File: config.mk
export PLATFORM = sky130hd
export DESIGN_NAME = led_blinker_multi
export DESIGN_NICKNAME = d
export VERILOG_FILES = /design/src/rtl/led_blinker_multi.sv
export SDC_FILE = /design/constraint.sdc
export NUM_CORES = 1
export LEC_CHECK = 0
export ABC_AREA = 1
export CORE_UTILIZATION = 42
export DETAILED_ROUTE_END_ITERATION = 12
export PLACE_DENSITY_LB_ADDON = 0.05
export SYNTH_ARGS = -nofsm -noshare
export SYNTH_HDL_FRONTEND = slang
export SYNTH_SLANG_ARGS = --single-unit
File: constraint.sdc
create_clock -name clk -period 3.9 [get_ports clk]
set_input_delay 0.39 -clock clk [delete_from_list [all_inputs] [get_ports clk]]
set_output_delay 0.39 -clock clk [all_outputs]
set_load 0.02 [all_outputs]
File: src/rtl/led_blinker_multi.sv
// led_blinker_multi: NUM_CH independent LED channels (OFF / ON / BLINK / BREATHE)
// driven from one shared prescaled tick, configured through a valid/ready port.
// Define LED_BLINKER_MULTI_BREATHE_EN to build the PWM breathe engine; without it
// mode 3 is accepted and behaves exactly as OFF.
module led_blinker_multi #(
   parameter int unsigned CLK_FREQ_HZ = 50_000_000,
   parameter int unsigned TICK_HZ     = 1000,
   parameter int unsigned NUM_CH      = 4,
   parameter int unsigned PERIOD_W    = 12
) (
   input  logic                                           clk,
   input  logic                                           rst_async_n,
   input  logic                                           cfg_valid,
   output logic                                           cfg_ready,
   input  logic [((NUM_CH > 1) ? $clog2(NUM_CH) : 1)-1:0] cfg_ch,
   input  logic [1:0]                                     cfg_mode,
   input  logic [PERIOD_W-1:0]                            cfg_period,
   output logic [NUM_CH-1:0]                              led
);

   localparam int unsigned CH_W  = (NUM_CH > 1) ? $clog2(NUM_CH) : 1;
   localparam int unsigned DIV   = CLK_FREQ_HZ / TICK_HZ;
   localparam int unsigned PRE_W = (DIV > 1) ? $clog2(DIV) : 1;
   localparam logic [PRE_W-1:0]    PRE_LAST = PRE_W'(DIV - 1);
   localparam logic [PERIOD_W-1:0] P_MIN    = PERIOD_W'(2);

   typedef enum logic [1:0] {
      MODE_OFF     = 2'd0,
      MODE_ON      = 2'd1,
      MODE_BLINK   = 2'd2,
      MODE_BREATHE = 2'd3
   } mode_e;

   logic [1:0]          rst_sync;
   logic                rst_n;
   logic [PRE_W-1:0]    presc_q;
   logic                tick;
   logic                xfer;
   logic [PERIOD_W-1:0] cfg_per_eff;
   logic [NUM_CH-1:0]   led_d;

   // 2-FF reset synchronizer: asserts asynchronously, releases on the 2nd edge
   always_ff @(posedge clk or negedge rst_async_n) begin
      if (!rst_async_n) rst_sync <= '0;
      else              rst_sync <= {rst_sync[0], 1'b1};
   end

   assign rst_n       = rst_sync[1];
   assign cfg_ready   = rst_n;
   assign xfer        = cfg_valid && cfg_ready;
   assign tick        = (presc_q == PRE_LAST);
   assign cfg_per_eff = (cfg_period < P_MIN) ? P_MIN : cfg_period;

   // shared time-base prescaler; tick is its terminal count
   always_ff @(posedge clk or negedge rst_n) begin
      if (!rst_n)    presc_q <= '0;
      else if (tick) presc_q <= '0;
      else           presc_q <= presc_q + PRE_W'(1);
   end

`ifdef LED_BLINKER_MULTI_BREATHE_EN
   logic [7:0] pwm_q;
   logic [7:0] pwm_d;

   assign pwm_d = pwm_q + 8'd1;

   // free-running PWM counter shared by all breathing channels
   always_ff @(posedge clk or negedge rst_n) begin
      if (!rst_n) pwm_q <= '0;
      else        pwm_q <= pwm_d;
   end
`endif

   for (genvar g = 0; g < NUM_CH; g++) begin : g_ch
      localparam logic [CH_W-1:0] CH_ID = CH_W'(g);

      mode_e               mode_q, mode_d;
      logic [PERIOD_W-1:0] per_q, per_d;
      logic [PERIOD_W-1:0] phase_q, phase_d;
      logic                wrap;
      logic                led_nx;
`ifdef LED_BLINKER_MULTI_BREATHE_EN
      logic [7:0]          bri_q, bri_d;
      logic                dn_q, dn_d;
`endif

      // channel state register
      always_ff @(posedge clk or negedge rst_n) begin
         if (!rst_n) begin
            mode_q  <= MODE_OFF;
            per_q   <= P_MIN;
            phase_q <= '0;
`ifdef LED_BLINKER_MULTI_BREATHE_EN
            bri_q   <= '0;
            dn_q    <= 1'b0;
`endif
         end else begin
            mode_q  <= mode_d;
            per_q   <= per_d;
            phase_q <= phase_d;
`ifdef LED_BLINKER_MULTI_BREATHE_EN
            bri_q   <= bri_d;
            dn_q    <= dn_d;
`endif
         end
      end

      // next state (transfer beats tick) and LED value from the post-edge state,
      // so the registered LED shows a new mode on the cycle right after transfer
      always_comb begin
         mode_d  = mode_q;
         per_d   = per_q;
         phase_d = phase_q;
         led_nx  = 1'b0;
         wrap    = tick && (phase_q == per_q - PERIOD_W'(1));
`ifdef LED_BLINKER_MULTI_BREATHE_EN
         bri_d   = bri_q;
         dn_d    = dn_q;
`endif
         if (xfer && (cfg_ch == CH_ID)) begin
            mode_d  = mode_e'(cfg_mode);
            per_d   = cfg_per_eff;
            phase_d = '0;
`ifdef LED_BLINKER_MULTI_BREATHE_EN
            bri_d   = '0;
            dn_d    = 1'b0;
`endif
         end else if (tick) begin
            phase_d = wrap ? '0 : phase_q + PERIOD_W'(1);
`ifdef LED_BLINKER_MULTI_BREATHE_EN
            if (wrap && (mode_q == MODE_BREATHE)) begin
               if (!dn_q) begin
                  bri_d = bri_q + 8'd1;
                  dn_d  = (bri_q == 8'd254);
               end else begin
                  bri_d = bri_q - 8'd1;
                  dn_d  = (bri_q != 8'd1);
               end
            end
`endif
         end

         case (mode_d)
            MODE_ON:      led_nx = 1'b1;
            MODE_BLINK:   led_nx = (phase_d < (per_d >> 1));
`ifdef LED_BLINKER_MULTI_BREATHE_EN
            MODE_BREATHE: led_nx = (pwm_d < bri_d);
`endif
            default:      led_nx = 1'b0;
         endcase
      end

      assign led_d[g] = led_nx;
   end

   // registered LED drive
   always_ff @(posedge clk or negedge rst_n) begin
      if (!rst_n) led <= '0;
      else        led <= led_d;
   end

endmodule
==> impl_metrics.py, run 1 <==
metrics = {
    "logic_synthesis": {
        "ys_ff_latch": 126,
        "synth_edf_count": 0,
        "synth_top_area_cell": "dfrtp_1",
        "synth_top_area_share_pct": 33.1,
        "synth.most_common_cell": "nand2_1",
        "synth_top_family_by_area": "simple AND/OR/NAND/NOR gates",
        "netlist_instances": 1349,
        "ys.flop_type": "dfrtp_1",
        "synth_area_leaders": "dfrtp_1, nand2_1, inv_1",
        "avgSynthCellArea_um2": 6.83,
        "syn_area_um2": 9220,
        "synth.area.mux_share_pct": 0,
        "synth_compound_area_share_pct": 8.59,
        "synth_common_cells": "nand2_1, inv_1, nor2_1",
        "synth_simple_gate_area_share_pct": 33.1,
        "synth_cell_types": 43,
        "synthXorXnorAreaFrac_pct": 4.52,
        "synth_fa_ha_area_share_pct": 7.74,
        "ys_warn_count": 0,
        "synth_nets": 1425,
        "ys_seq_area_share_pct": 34.3,
        "async_flop_share_pct": 100,
    },
    "floorplanning": {
        "fp.dieArea_um2": 22500,
        "start_util_pct": 43.3,
        "rows": 53,
        "num_io_pins": 24,
        "die_y_um": 150,
        "die_w_um": 150,
        "core_area_um2": 21300,
    },
    "worst_setup_path": {
        "timing.rr.start": "presc_q[0]",
        "r2r-end": "led[1]",
        "end_kind": "flop",
        "r2r_slack_ns": 0.43,
        "path_delay_family": "simple AND/OR/NAND/NOR gates",
        "crit_required_ns": 4.25,
        "crit_buf_inv": 3,
        "cp-start-kind": "flop",
        "critical-path-max-stage-delay_ns": 0.37,
        "cp_common_cell": "nand2_1",
        "crit_path_cell_trace": "ha_1 -> nand3_1 -> nor2_4 -> nand2_4 -> inv_6 -> nand2_1 -> a211oi_1 -> nand2_1 -> a2111oi_1 -> nor2_1 -> buf_4 -> nand3b_1 -> inv_1 -> ha_1 -> a21oi_1 -> o2111ai_1 -> nor2_1 -> nand2_1 -> a21oi_1",
        "cp.depth": 19,
        "cp_slowest_cell": "dfrtp_1",
        "worstPathArrival_ns": 3.82,
        "cp_max_fo": 20,
        "crit_type": "flop to flop",
        "reg2reg_depth": 19,
    },
    "routing": {
        "postRouteAntennaNets": 0,
        "wl_per_cell_um": 14.2,
        "viasPerCell": 4.83,
        "drt_pre_antenna_iters": 5,
        "vias": 8079,
        "drt-initial-drc-count": 392,
        "wl_um": 23800,
        "drc_errors": 0,
    },
    "cells_and_area": {
        "fin_cells": 1672,
        "num-nets-final": 1460,
        "final_core_util_pct": 48.9,
        "stdcell_area_um2": 10400,
        "syn2layout_area_growth_pct": 12.9,
        "drive_gt1_share_pct": 7.66,
        "diodes": 0,
    },
    "placement": {
        "dp_hpwl_um": 18400,
        "post-place-ws_ns": 0.380,
        "post-place-cells": 1638,
        "place_congestion": 0.876,
        "placed_area_um2": 9810,
        "io_buffers": 23,
    },
    "timing": {
        "finalCriticalPeriod_ns": 3.47,
        "tightest_slew_ns": 0.767,
        "setup_viol": 0,
        "skew_ns": 0.00978,
        "min_period_over_period_pct": 88.9,
        "maxSlewHeadroom_pct": 48.8,
        "setup_ws_ns": 0.432,
        "slew_violations": 0,
        "max_clock_freq_mhz": 288,
        "finalHoldViolations": 0,
        "timing.setup.tns_ns": 0,
        "rsz0062_at_grt": "no",
    },
    "clock_network": {
        "cts.path.max_buffers": 2,
        "clock-sinks": 126,
        "cts_hold_buf": 0,
        "cts_made_buffers": 17,
        "clk_pin_slew_ns": 0.06,
        "root_buffer": "clkbuf_16",
        "htreeDepth": 4,
        "clk_latency_ns": 0.42,
        "cts_tree": "built",
    },
    "power": {
        "peakVddDrop_v": 0.000286,
        "powerDensity_nw_per_um2": 393,
        "p_leak_nw": 5.46,
    },
    "global_route": {
        "grt_pass1_wl_um": 39100,
        "antenna_found_initial": 0,
        "overflow": 0,
        "track_usage_pct": 22.6,
        "first_global_vias": 7678,
        "grt_max_degree": 126,
    },
    "hold_path": {
        "hold_path_class": "primary input to async pin",
    },
    "flow_run": {
        "cap_violations": 0,
    },
    "outcome": {
        "status": "completed",
    },
}
==> worst register-to-register path: stages (launching register included) <==
cell and delay (ns):
dfrtp_1 0.37, ha_1 0.21, nand3_1 0.15, nor2_4 0.22, nand2_4 0.21, inv_6 0.21
nand2_1 0.08, a211oi_1 0.17, nand2_1 0.09, a2111oi_1 0.35, nor2_1 0.19, buf_4 0.18
nand3b_1 0.07, inv_1 0.06, ha_1 0.30, a21oi_1 0.15, o2111ai_1 0.12, nor2_1 0.12
nand2_1 0.06, a21oi_1 0.11
==> power breakdown <==
group          internal [mW]  total (mW)  switching [mW]
Clock                  0.913        1.54           0.629
Sequential              1.45        1.56           0.117
Combinational          0.363       0.977           0.613
==> registers in the layout, indices dropped and copies added, names as in the netlist <==
| signal | flops |
|---|---|
| g_ch.mode_q | 8 |
| g_ch.per_q | 48 |
| g_ch.phase_q | 48 |
| led | 4 |
| presc_q | 16 |
| rst_sync | 2 |
==> kinds of logic (layout without fill, tap and decap cells) <==
kind of cell / count (synthesis) / in the layout
and+or+nand+nor: 690 / 690
buffers and inverters: 286 / 334
AOI/OAI and AO/OA: 143 / 143
DFF: 126 / 126
adders and majority gates: 57 / 57
xor gates and xnor gates: 46 / 46
other: 1 / 1
==> worst max-delay path by stage <==
stage	start	to	slack (ns)
2_1_floorplan	rst_sync[1]	led[1]	0.30
3_3_place_gp	presc_q[0]	led[1]	0.47
3_5_place_dp	presc_q[0]	led[1]	0.38
4_1_cts	presc_q[0]	led[1]	0.34
5_1_grt	presc_q[0]	led[1]	0.09
6_report	presc_q[0]	led[1]	0.43
==> timing repair <==
item | in CTS | in global routing
gates resized for setup | 0 | 4
setup buffers | 0 | 2
setup endpoints to repair | 0 | 2
==> layout by cell type, fill, tap and decap left out, drive strengths merged, types with 3 or more instances in the layout <==
cell type,instances
a211oi,14
a21oi,37
buf,12
clkbuf,20
clkdlybuf4s50,23
clkinv,7
clkinvlp,3
dfrtp,122
dfstp,4
ha,57
inv,268
nand2,371
nand3,81
nand3b,13
nand4,19
nor2,144
nor3,22
nor3b,6
nor4,7
o211ai,6
o21ai,78
or2,26
xnor2,16
xor2,29
==> area by class of cell <==
class | count | area [um2]
Fill cell | 2174 | 10900
Multi-Input combinational cell | 937 | 4990
Sequential cell | 126 | 3160
Inverter | 267 | 1010
Clock buffer | 20 | 457
Tap cell | 275 | 344
Timing Repair Buffer | 35 | 333
Clock inverter | 12 | 111
==> through the flow <==
step / hold slack, ns / power, mW
after global placement: 0.342 / 2.56
after detailed placement: 0.342 / 2.57
after floorplan: 0.0944 / 2.28
after global routing: 0.129 / 4.36
after CTS: 0.122 / 4.13
final: 0.132 / 4.08
==> metal layers <==
| layer | track usage, % | vias to the layer above | wire, um |
|---|---|---|---|
| met2 | 36.1 | 124 | 10700 |
| met4 | 8.08 | 0 | 417 |
| li1 | - | 4294 | - |
| met3 | 3.27 | 22 | 880 |
| met5 | 0 | - | 0 |
| met1 | 31.1 | 3639 | 11700 |
Note: power is estimated with default switching activity, not from simulation.
==> run 2, diff against run 1 <==
SLEW_MARGIN = 25   (was default)
==> results of run 2 <==
No change in the layout: final DEF, timing and power equal those of run 1.
